===== config.mk =====
export PLATFORM = sky130hd
export DESIGN_NAME = guess_game_core_flat
export DESIGN_NICKNAME = d
export VERILOG_FILES = /design/src/rtl/guess_game_core_if.sv /design/src/rtl/guess_game_core.sv /design/src/flat_wrapper.sv
export SDC_FILE = /design/constraint.sdc
export NUM_CORES = 1
export LEC_CHECK = 0
export BUFFER_PORTS_ARGS = -buffer_cell sky130_fd_sc_hd__clkbuf_2
export CELL_PAD_IN_SITES_DETAIL_PLACEMENT = 1
export CELL_PAD_IN_SITES_GLOBAL_PLACEMENT = 1
export CORE_MARGIN = 2
export CORE_UTILIZATION = 30
export DETAILED_ROUTE_END_ITERATION = 10
export PLACE_DENSITY = 0.63
export SLEW_MARGIN = 10
export SYNTH_ARGS = -nofsm -noshare
export SYNTH_HDL_FRONTEND = slang
export SYNTH_SLANG_ARGS = --single-unit

===== constraint.sdc =====
create_clock -name CLK -period 2.8 [get_ports CLK]
set_input_delay 0.56 -clock CLK [delete_from_list [all_inputs] [get_ports CLK]]
set_output_delay 0.56 -clock CLK [all_outputs]
set_load 0.02 [all_outputs]

===== src/rtl/guess_game_core_if.sv =====
// Player-side bus of the number-guessing engine: controls and guess in, grading and game state out.
// The master drives New_Game/Load/Guess_in; the slave (the core) returns everything else.
interface guess_game_core_if #(
   parameter int DIGITS    = 2,
   parameter int MAX_TRIES = 7
);
   localparam int TW = $clog2(MAX_TRIES + 1);

   logic                  New_Game;
   logic                  Load;
   logic [4*DIGITS-1:0]   Guess_in;
   logic [2:0]            Result;
   logic [4*DIGITS-1:0]   Low_bcd;
   logic [4*DIGITS-1:0]   High_bcd;
   logic [TW-1:0]         Tries_left;
   logic [4*DIGITS-1:0]   Secret;
   logic                  Win;
   logic                  Lose;

   modport master (
      output New_Game, Load, Guess_in,
      input  Result, Low_bcd, High_bcd, Tries_left, Secret, Win, Lose
   );

   modport slave (
      input  New_Game, Load, Guess_in,
      output Result, Low_bcd, High_bcd, Tries_left, Secret, Win, Lose
   );
endinterface


===== src/rtl/guess_game_core.sv =====
// Number-guessing engine: LFSR-drawn BCD secret, graded guesses under a try budget, 7-segment scanner.
// Define GUESS_BEEP_TONE_EN to make the beeper a square tone while won; otherwise it follows Win.
module guess_game_core #(
   parameter int          DIGITS    = 2,
   parameter int          MAX_TRIES = 7,
   parameter int          SCAN_DIV  = 25000,
   parameter logic [15:0] LFSR_SEED = 16'hACE1,
   parameter int          BEEP_DIV  = 12500
) (
   input  logic                CLK,
   input  logic                Reset,
   guess_game_core_if.slave    gif,
   output logic [2*DIGITS-1:0] COM,
   output logic [6:0]          Seg,
   output logic                beeper
);
   localparam int W   = 4 * DIGITS;
   localparam int TW  = $clog2(MAX_TRIES + 1);
   localparam int NS  = 2 * DIGITS;
   localparam int SW  = $clog2(NS);
   localparam int CW  = $clog2(SCAN_DIV + 1);
   localparam int DCW = $clog2(DIGITS + 1);

   localparam logic [W-1:0]   ALL_NINES  = {DIGITS{4'h9}};
   localparam logic [TW-1:0]  TRIES_INIT = TW'(MAX_TRIES);
   localparam logic [DCW-1:0] LAST_DIGIT = DCW'(DIGITS - 1);
   localparam logic [SW-1:0]  HALF       = SW'(DIGITS);
   localparam logic [SW-1:0]  LAST_SLOT  = SW'(NS - 1);
   localparam logic [CW-1:0]  SCAN_LAST  = CW'(SCAN_DIV - 1);
   localparam logic [6:0]     SEG_DASH   = 7'b1111110;

   if (DIGITS < 1 || DIGITS > 4 || MAX_TRIES < 1 || MAX_TRIES > 15 || SCAN_DIV < 1 ||
       BEEP_DIV < 1 || LFSR_SEED == 16'h0000) begin : g_param_check
      $error("guess_game_core: illegal parameter value");
   end

   typedef enum logic [2:0] {S_IDLE, S_ARM, S_PLAY, S_WIN, S_LOSE} state_t;

   state_t         state, state_nxt;
   logic [15:0]    lfsr;
   logic           load_d;
   logic           load_rise;
   logic           nib_ok;
   logic           guess_bad;
   logic [DCW-1:0] digit_cnt;
   logic [W-1:0]   secret, low, high;
   logic [TW-1:0]  tries;
   logic [2:0]     result;
   logic           win_o, lose_o;
   logic [CW-1:0]  scan_cnt;
   logic [SW-1:0]  slot;
   logic [SW-1:0]  dig_idx;
   logic [W-1:0]   disp_src;
   logic [3:0]     disp_nib;

   function automatic logic [6:0] seg_of(input logic [3:0] d);
      case (d)
         4'd0:    seg_of = 7'b0000001;
         4'd1:    seg_of = 7'b1001111;
         4'd2:    seg_of = 7'b0010010;
         4'd3:    seg_of = 7'b0000110;
         4'd4:    seg_of = 7'b1001100;
         4'd5:    seg_of = 7'b0100100;
         4'd6:    seg_of = 7'b0100000;
         4'd7:    seg_of = 7'b0001111;
         4'd8:    seg_of = 7'b0000000;
         4'd9:    seg_of = 7'b0000100;
         default: seg_of = 7'b1111111;
      endcase
   endfunction

   assign load_rise = gif.Load & ~load_d;
   assign nib_ok    = (lfsr[3:0] <= 4'd9);

   always_comb begin
      guess_bad = 1'b0;
      for (int i = 0; i < DIGITS; i++) begin
         if (gif.Guess_in[4*i +: 4] > 4'd9) guess_bad = 1'b1;
      end
   end

   // Polynomial x^16+x^14+x^13+x^11+1 keeps running in every state so the secret depends on timing.
   always_ff @(posedge CLK or posedge Reset) begin
      if (Reset) begin
         lfsr   <= LFSR_SEED;
         load_d <= 1'b0;
      end else begin
         lfsr   <= {lfsr[14:0], lfsr[15] ^ lfsr[13] ^ lfsr[12] ^ lfsr[10]};
         load_d <= gif.Load;
      end
   end

   always_ff @(posedge CLK or posedge Reset) begin
      if (Reset) state <= S_IDLE;
      else       state <= state_nxt;
   end

   // New_Game outranks everything, including a Load edge in the same cycle.
   always_comb begin
      state_nxt = state;
      if (gif.New_Game) begin
         state_nxt = S_ARM;
      end else begin
         case (state)
            S_ARM:
               if (nib_ok && digit_cnt == LAST_DIGIT) state_nxt = S_PLAY;
            S_PLAY:
               if (load_rise && !guess_bad) begin
                  if (gif.Guess_in == secret)   state_nxt = S_WIN;
                  else if (tries == TW'(1))     state_nxt = S_LOSE;
               end
            default: state_nxt = state;
         endcase
      end
   end

   always_comb begin
      win_o  = 1'b0;
      lose_o = 1'b0;
      case (state)
         S_WIN:   win_o  = 1'b1;
         S_LOSE:  lose_o = 1'b1;
         default: ;
      endcase
   end

   // Valid packed BCD orders like the number it encodes, so guesses compare as plain unsigned.
   always_ff @(posedge CLK or posedge Reset) begin
      if (Reset) begin
         secret    <= '0;
         low       <= '0;
         high      <= ALL_NINES;
         tries     <= TRIES_INIT;
         result    <= 3'd0;
         digit_cnt <= '0;
      end else if (gif.New_Game) begin
         low       <= '0;
         high      <= ALL_NINES;
         tries     <= TRIES_INIT;
         result    <= 3'd0;
         digit_cnt <= '0;
      end else begin
         case (state)
            S_ARM:
               if (nib_ok) begin
                  secret    <= (secret << 4) | W'(lfsr[3:0]);
                  digit_cnt <= digit_cnt + DCW'(1);
               end
            S_PLAY:
               if (load_rise) begin
                  if (guess_bad) begin
                     result <= 3'd4;
                  end else if (gif.Guess_in == secret) begin
                     result <= 3'd3;
                  end else if (gif.Guess_in < secret) begin
                     result <= 3'd1;
                     tries  <= tries - TW'(1);
                     if (gif.Guess_in > low) low <= gif.Guess_in;
                  end else begin
                     result <= 3'd2;
                     tries  <= tries - TW'(1);
                     if (gif.Guess_in < high) high <= gif.Guess_in;
                  end
               end
            default: ;
         endcase
      end
   end

   assign gif.Result     = result;
   assign gif.Low_bcd    = low;
   assign gif.High_bcd   = high;
   assign gif.Tries_left = tries;
   assign gif.Secret     = secret;
   assign gif.Win        = win_o;
   assign gif.Lose       = lose_o;

   always_ff @(posedge CLK or posedge Reset) begin
      if (Reset) begin
         scan_cnt <= '0;
         slot     <= '0;
      end else if (scan_cnt == SCAN_LAST) begin
         scan_cnt <= '0;
         slot     <= (slot == LAST_SLOT) ? '0 : slot + SW'(1);
      end else begin
         scan_cnt <= scan_cnt + CW'(1);
      end
   end

   // Left half of the bank shows the lower bound, right half the upper; a finished game shows the secret twice.
   always_comb begin
      dig_idx = (slot < HALF) ? slot : slot - HALF;
      if (state == S_WIN || state == S_LOSE) disp_src = secret;
      else if (slot < HALF)                  disp_src = low;
      else                                   disp_src = high;
      disp_nib = disp_src[4*(DIGITS-1-int'(dig_idx)) +: 4];
   end

   always_ff @(posedge CLK or posedge Reset) begin
      if (Reset) begin
         COM <= '1;
         Seg <= 7'b1111111;
      end else begin
         COM <= ~(NS'(1) << slot);
         Seg <= (state == S_IDLE || state == S_ARM) ? SEG_DASH : seg_of(disp_nib);
      end
   end

`ifdef GUESS_BEEP_TONE_EN
   localparam int BW = $clog2(BEEP_DIV + 1);

   logic [BW-1:0] beep_cnt;
   logic          tone;

   // Tone restarts high on the first WIN edge and flips once per BEEP_DIV cycles.
   always_ff @(posedge CLK or posedge Reset) begin
      if (Reset) begin
         beep_cnt <= '0;
         tone     <= 1'b0;
      end else if (state != S_WIN) begin
         beep_cnt <= '0;
         tone     <= 1'b0;
      end else begin
         if (beep_cnt == '0) tone <= ~tone;
         beep_cnt <= (beep_cnt == BW'(BEEP_DIV - 1)) ? '0 : beep_cnt + BW'(1);
      end
   end

   assign beeper = tone;
`else
   assign beeper = win_o;
`endif
endmodule


===== src/flat_wrapper.sv =====
// flat-port wrapper written by rule: the top's interface ports become plain ports
module guess_game_core_flat 
#(
   parameter int          DIGITS    = 2,
   parameter int          MAX_TRIES = 7,
   parameter int          SCAN_DIV  = 25000,
   parameter logic [15:0] LFSR_SEED = 16'hACE1,
   parameter int          BEEP_DIV  = 12500
)
  (CLK, Reset, COM, Seg, beeper, gif_New_Game, gif_Load, gif_Guess_in, gif_Result, gif_Low_bcd, gif_High_bcd, gif_Tries_left, gif_Secret, gif_Win, gif_Lose);
  guess_game_core_if #(.DIGITS(DIGITS), .MAX_TRIES(MAX_TRIES)) gif_i ();
  input  logic CLK;
  input  logic Reset;
  output logic [2*DIGITS-1:0] COM;
  output logic [6:0] Seg;
  output logic beeper;
  input wire logic [$bits(gif_i.New_Game)-1:0] gif_New_Game;
  input wire logic [$bits(gif_i.Load)-1:0] gif_Load;
  input wire logic [$bits(gif_i.Guess_in)-1:0] gif_Guess_in;
  output wire logic [$bits(gif_i.Result)-1:0] gif_Result;
  output wire logic [$bits(gif_i.Low_bcd)-1:0] gif_Low_bcd;
  output wire logic [$bits(gif_i.High_bcd)-1:0] gif_High_bcd;
  output wire logic [$bits(gif_i.Tries_left)-1:0] gif_Tries_left;
  output wire logic [$bits(gif_i.Secret)-1:0] gif_Secret;
  output wire logic [$bits(gif_i.Win)-1:0] gif_Win;
  output wire logic [$bits(gif_i.Lose)-1:0] gif_Lose;
  assign gif_i.New_Game = gif_New_Game;
  assign gif_i.Load = gif_Load;
  assign gif_i.Guess_in = gif_Guess_in;
  assign gif_Result = gif_i.Result;
  assign gif_Low_bcd = gif_i.Low_bcd;
  assign gif_High_bcd = gif_i.High_bcd;
  assign gif_Tries_left = gif_i.Tries_left;
  assign gif_Secret = gif_i.Secret;
  assign gif_Win = gif_i.Win;
  assign gif_Lose = gif_i.Lose;
  guess_game_core #(.DIGITS(DIGITS), .MAX_TRIES(MAX_TRIES), .SCAN_DIV(SCAN_DIV), .LFSR_SEED(LFSR_SEED), .BEEP_DIV(BEEP_DIV)) u_core (.CLK(CLK), .Reset(Reset), .gif(gif_i), .COM(COM), .Seg(Seg), .beeper(beeper));
endmodule

* After elaboration in Yosys (flattened, before gate mapping)
Memories as Yosys holds them, arrays and structs flattened. Index checks and enable logic that the tools add are counted.
Word-level totals: memories kept 1, register bits 80, ROM bits 112, output and inout port bits 44, logic and storage cells 117
Cells by class: equal/unequal tests 15, shifts and indexed selects 2, bitwise operators 8, add/subtract/negate cells 6, muxes and demuxes 44, magnitude comparators 7, reduce and logical (&&, ||, !) cells 21
Memory list:
- (name not given) | words 16, width 7, rd ports 1, clocked after memory_dff 0, wr ports 0, RTL line guess_game_core.sv:57 | case (d)
Operators with widths (count):
- 8-bit 2-to-1 mux | 16
- 3-bit 2-to-1 mux | 15
- 8-bit by 32-bit indexed part select with 4-bit output | 1
- 8-bit less-than comparator | 2
- 15-bit by 1-bit adder with 15-bit output, second input constant | 1
- 15-bit equality test, second input constant | 1
- 15-bit 2-to-1 mux | 1
- 2-bit nonzero test | 7
- 2-bit 2-to-1 mux | 6
- 6-bit AND reduction | 2
- 8-bit equality test | 1
- 4-bit greater-than comparator, second input constant | 2
- 8-bit greater-than comparator | 1
- 8-bit by 4-bit OR with 8-bit output | 1
- 4-bit AND reduction | 2
- 7-bit 2-to-1 mux | 1
- 3-bit by 1-bit equality test with 1-bit output, second input constant | 2
- 3-bit by 2-bit equality test with 1-bit output, second input constant | 2
- 2-bit inequality test, second input constant | 3
- 3-bit by 2-bit inequality test with 1-bit output, second input constant | 2
- 3-bit case mux with 2 select lines | 1
- 2-bit by 1-bit adder with 2-bit output, second input constant | 2
- 4-bit <= comparator, second input constant | 1
- 1-bit 2-to-1 mux | 4
- other kinds (20) | 26

* Longest topological paths before layout
depth in word-level cells 8, gate-level depth with buffers 9, gate-level depth less buffers 8

* Worst setup path before layout
No wires, ideal clock.
path type register to register, start register u_core.state[0], end register u_core.Seg[2], cell stages (with the launch flop) 7, clock period less this slack 2.690 ns, slack 0.110 ns, setup time 0.081 ns, data required time 2.719 ns, arrival time 2.609 ns, cell sequence dfrtp_1 nor3b_1 or2_2 clkbuf_1 mux2i_1 mux2_2 a32oi_1
Between the ends: cells in the longest elaborated chain, start to end 6, elaborated cells on any way between the ends 10, those cells by class eq/ne: 3; shift: 1; mux: 2; reduce/logical: 3; memory: 1
RTL lines:
- start: declaration | RTL line guess_game_core.sv:39 | state_t state, state_nxt;
- start signal: assignment | RTL line guess_game_core.sv:95 | else state <= state_nxt;
- 3-bit by 2-bit equality test with 1-bit output / 3-bit equality test (equally long branches) | RTL line guess_game_core.sv:193 | if (state == S_WIN || state == S_LOSE) disp_src = secret;
- 1-bit logical OR | RTL line guess_game_core.sv:193
- 8-bit 2-to-1 mux | RTL line guess_game_core.sv:193
- 8-bit by 32-bit indexed part select with 4-bit output | RTL line guess_game_core.sv:196 | disp_nib = disp_src[4*(DIGITS-1-int'(dig_idx)) +: 4];
- memory 16 x 7 bit
- 7-bit 2-to-1 mux (*) | RTL line guess_game_core.sv:205 | Seg <= (state == S_IDLE || state == S_ARM) ? SEG_DASH : seg_of(disp_nib);
- end signal: assignment | RTL line guess_game_core.sv:205
- end: declaration | RTL line guess_game_core.sv:14 | output logic [6:0] Seg,
Mark *: on every way between the ends. The rest lies on a longest branch, timed or not. A chain may end at the register's enable or synchronous reset.

* Worst setup path in the final report
start register u_core.state[2], end register u_core.low[1], in the netlist u_core.gif.Low_bcd[1]
Between the ends: cells in the longest elaborated chain, start to end 3
RTL lines:
- 3-bit by 2-bit equality test with 1-bit output | RTL line guess_game_core.sv:143 | case (state)
- 2-bit nonzero test (no line)
- 6-bit AND reduction (no line)
- end signal: assignment | RTL line guess_game_core.sv:158 | if (gif.Guess_in > low) low <= gif.Guess_in;
- end: declaration | RTL line guess_game_core.sv:46 | logic [W-1:0] secret, low, high;
Every way passes these cells.

==> results by stage <==
Outcome:
- The flow ran to the end, and the final reports show no timing, DRC or antenna violations.

Synth:
- The post-synthesis cell count is 392.
- Of the post-synthesis cell area, the dominant cell type holds 0.322.
- The share of the Yosys chip area taken by registers is 0.485.
- sky130_fd_sc_hd__dfrtp_1 takes more of the synthesized area than any other cell.
- After synthesis, the netlist uses 50 different library cells.
- Yosys mapped a number of flops with a built-in enable equal to 0.
- After synthesis, the mean cell area works out to 10.7 sq um.
- Ranked by total cell area, the synthesized netlist is headed by sky130_fd_sc_hd__dfrtp_1 (32%), sky130_fd_sc_hd__dfstp_2 (16%), sky130_fd_sc_hd__ha_1 (11%), sky130_fd_sc_hd__inv_1 (3.4%), sky130_fd_sc_hd__mux2i_1 (3.3%).
- The number of nets in the synthesized netlist is between 400 and 500.
- The number of synthesis warnings is 0.
- After synthesis the cells add up to 4200 sq um.
- The proportion of synthesized flip-flops having asynchronous set or reset is 1.00.
- The most used flip-flop cell after synthesis is sky130_fd_sc_hd__dfrtp_1.
- Counting flops and latches in the post-synthesis netlist gives 80.

STA:
- The actual transition at the worst max-transition pin is between 700 and 800 ps.
- Setup repair after global routing left no endpoint under its margin.
- The max-slew violation count is 0.
- The final hold slack is about 320 ps.
- The setup TNS is 0 ps.
- Of the available clock period, the critical path in the final layout requires 0.933.
- Measured against its own limit, the worst slew margin works out to 0.475.
- Derived from the worst setup path, the maximum achievable clock frequency is approximately 380 MHz.
- The final worst clock skew is about 6.9 ps.
- The minimum clock period after layout is 2610 ps.
- The worst setup slack after layout is 187 ps.
- The number of failing hold endpoints at the final stage came to 0.
- The setup-violating endpoint count in the final report is 0.

Detailed routing:
- The number of nets still failing antenna checks after routing is 0.
- The number of iterations in the first detailed-routing pass is 4.
- For this run, design rule violations remaining after detail routing come to 0.
- Across all layers, the routed design uses between 3k and 4k vias.
- The number of vias per cell is between 4 and 5.
- Wires add up to 10,600 microns.
- The iteration-0 DRC count of the detailed router is 130.
- The routed length per placed instance is approximately 17 microns.

Worst setup path:
- The arrival time of the worst setup path is 2870 ps.
- In this run the critical register-to-register path is captured at u_core.gif.Low_bcd[1].
- The peak fanout along the critical path is 9.
- The count of cells along the worst register-to-register path is 6.
- The required time at the worst-slack endpoint is 3060 ps.
- In this run the register-to-register setup slack is about 190 ps.
- The endpoint type of the worst setup path is a flip-flop.
- The beginning of the worst register-to-register path is u_core.state[2].
- The startpoint class of the critical path is a flip-flop.
- The start-to-end type of the worst setup path is flip-flop to flip-flop.

Global routing:
- The remaining global-route overflow is 0.
- Across every metal layer, demand over resource in global routing totals 0.155.
- Entering global routing, the biggest net connects 43 pins.
- The number of antenna violations at the first check in global routing was 0.
- The number of global-route vias before repair is 3,401.
- The first global-routing pass estimated 17,900 microns of wire.

Finish:
- Summing all flip-flop and latch instances after layout gives 2030 sq um.
- The top cell types in the final layout, fill and taps aside, are sky130_fd_sc_hd__clkbuf_2 (55), sky130_fd_sc_hd__dfrtp_1 (54), sky130_fd_sc_hd__inv_1 (37), sky130_fd_sc_hd__ha_1 (37), sky130_fd_sc_hd__nand2_1 (36).
- The final layout contains between 500 and 600 nets.
- The library cell used most frequently in the layout, excluding fill and tap cells, is sky130_fd_sc_hd__clkbuf_2.
- Counting the fill cells in the layout gives about 1.6k.
- For this run, the share of the core covered by cells in the final layout is 0.364.
- The area growth from synthesis to layout is 19.5%.
- The area used by multi-input combinational logic is 1940 sq um.
- In the final layout, the share of cells above drive strength 1 is 0.281.
- The antenna diode count is 0.
- The area of all placed cells without fillers is 5020 sq um.
- Leaving out filler cells and counting taps, the final layout contains between 600 and 700.

Placement:
- In this run, placement finished with an instance count of about 620.
- The global placer's final weighted congestion is 0.872.
- The post-detailed-placement half-perimeter wirelength is 8090 microns.
- The post-placement cell area is 4700 sq um.
- Buffers placed on the I/O ports in this run total 55.
- At the placement stage, the worst setup path has a slack of roughly 93 ps.

CTS:
- The number of buffers on the longest clock path is 2.
- After clock tree synthesis, the clock-pin slew on the worst setup and hold paths is 70 ps.
- The number of buffers inserted during clock tree synthesis is 9.
- Hold repair after CTS inserted 0 buffers.
- Gates resized during post-CTS repair numbered 0.
- The H-tree was split into 3 levels.
- The clock tree from TritonCTS is done.
- The clock sink count is 80.
- The clock insertion delay at the later pin of the skew report is 340 ps.
- The buffer cell driving the clock tree root is sky130_fd_sc_hd__clkbuf_16.
- The number of setup buffers added after CTS is 0.

Power and ir drop:
- The total power consumption of the routed design is ~2.7 mW.
- The share of total power dissipated in sequential elements is 0.447.
- Of the total power, the share spent switching nets is 0.260.
- The worst ir drop on vdd is between 0.3 and 0.4 mV.
- For this design the ratio of total power to cell area is about 540 nW/um^2.
- Summed over all nets, the switching power comes to approximately 700 uW.
- The share of total power dissipated in the clock network is 0.455.
- In this run the static leakage power is roughly 2.3 nW.
- Cell internal power was estimated by the tool at ~2.0 mW.
- The share of total power dissipated in combinational logic is 0.098.

Floorplanning:
- The area of the placeable core is approximately 14,000 sq um.
- The number of cell rows is between 40 and 50.
- 56 I/O pins were placed.
- Measured along the x axis, the die boundary spans approximately 120 microns.
- The die footprint is 15,000 sq um.
- The initial utilization of the core area, before any placement, comes to 0.305.
- The vertical extent of the die is ~120 microns.

Job:
- The tool flagged a number of max-cap violations equal to 0.

Hold path:
- The path class of the tightest hold or removal check is input pin to async pin.
## power by group through the flow
stage	clock [mW]	combinational (mW)	sequential, mW
floorplan	0	0.153	1.24
global placement	0	0.255	1.22
detailed placement	0	0.266	1.22
CTS	1.27	0.269	1.20
global route	1.31	0.300	1.20
finish	1.23	0.263	1.20
## layer usage
layer / routed length [microns] / global-route usage
met1: 4790 / 0.201
met2: 5250 / 0.259
met3: 426 / 0.0376
met4: 148 / 0.0445
met5: 0 / 0
## logic make-up after synthesis
kind of cell / synth area share
AO/OA/AOI/OAI: 0.100
XOR/XNOR: 0.0376
adder cells (fa/ha/maj): 0.110
buffers and inverters: 0.0519
flip-flops: 0.485
multiplexers: 0.0736
AND/OR/NAND/NOR: 0.142
## critical path, stage by stage, from the launching register on
cell	delay, ps
sky130_fd_sc_hd__dfrtp_1	430
sky130_fd_sc_hd__or3b_4	440
sky130_fd_sc_hd__or3b_1	420
sky130_fd_sc_hd__nor3_4	350
sky130_fd_sc_hd__o21a_1	410
sky130_fd_sc_hd__and3_4	270
sky130_fd_sc_hd__mux2i_1	200
## layout make-up
cell class | count | area share
flip-flops and latches | 80 | 0.406
multi-input cells | 261 | 0.388
repair buffers | 64 | 0.0708
clock buffers | 9 | 0.0449
well taps | 180 | 0.0449
inverters | 38 | 0.0287
clock inverters | 7 | 0.0175
## synth_stat cells, drive strengths merged, types with 2 or more instances
master,count
o211ai,5
nor2b,5
o221ai,4
or3b,2
dfrtp,54
mux4,4
o21a,2
and3,5
nor3,6
inv,38
buf,6
nor3b,3
nand3,16
a21o,2
a32oi,2
dfstp,26
a21boi,2
or2,2
o41ai,2
a22oi,2
xnor2,8
nand4,11
a21oi,13
o21ai,19
nand2,36
mux2i,14
xor2,10
mux2,7
clkbuf,7
nor2,27
ha,37
a31o,4
## registers in the layout, indices dropped and copies added (netlist names)
name / count
u_core.gif.Tries_left: 3
u_core.scan_cnt: 15
u_core.state: 3
u_core.gif.Secret: 8
u_core.gif.Low_bcd: 8
u_core.gif.Result: 3
u_core.lfsr: 16
u_core.gif.High_bcd: 8
u_core.slot: 2
u_core.Seg: 7
u_core.COM: 4
u_core.digit_cnt: 2
u_core.load_d: 1
## how the worst max path moves through the flow
| stage | from | endpoint | cells past startpoint |
|---|---|---|---|
| floorplan | u_core.state[0] | u_core.Seg[2] | 6 |
| finish | u_core.state[2] | u_core.gif.Low_bcd[1] | 6 |
| global route | u_core.slot[0] | u_core.Seg[4] | 5 |
| global placement | gif_Guess_in[7] | u_core.gif.Low_bcd[2] | 8 |
| CTS | u_core.state[2] | u_core.gif.High_bcd[6] | 6 |
| detailed placement | gif_Guess_in[7] | u_core.gif.High_bcd[6] | 8 |
Note: power is estimated with default switching activity, not from simulation.
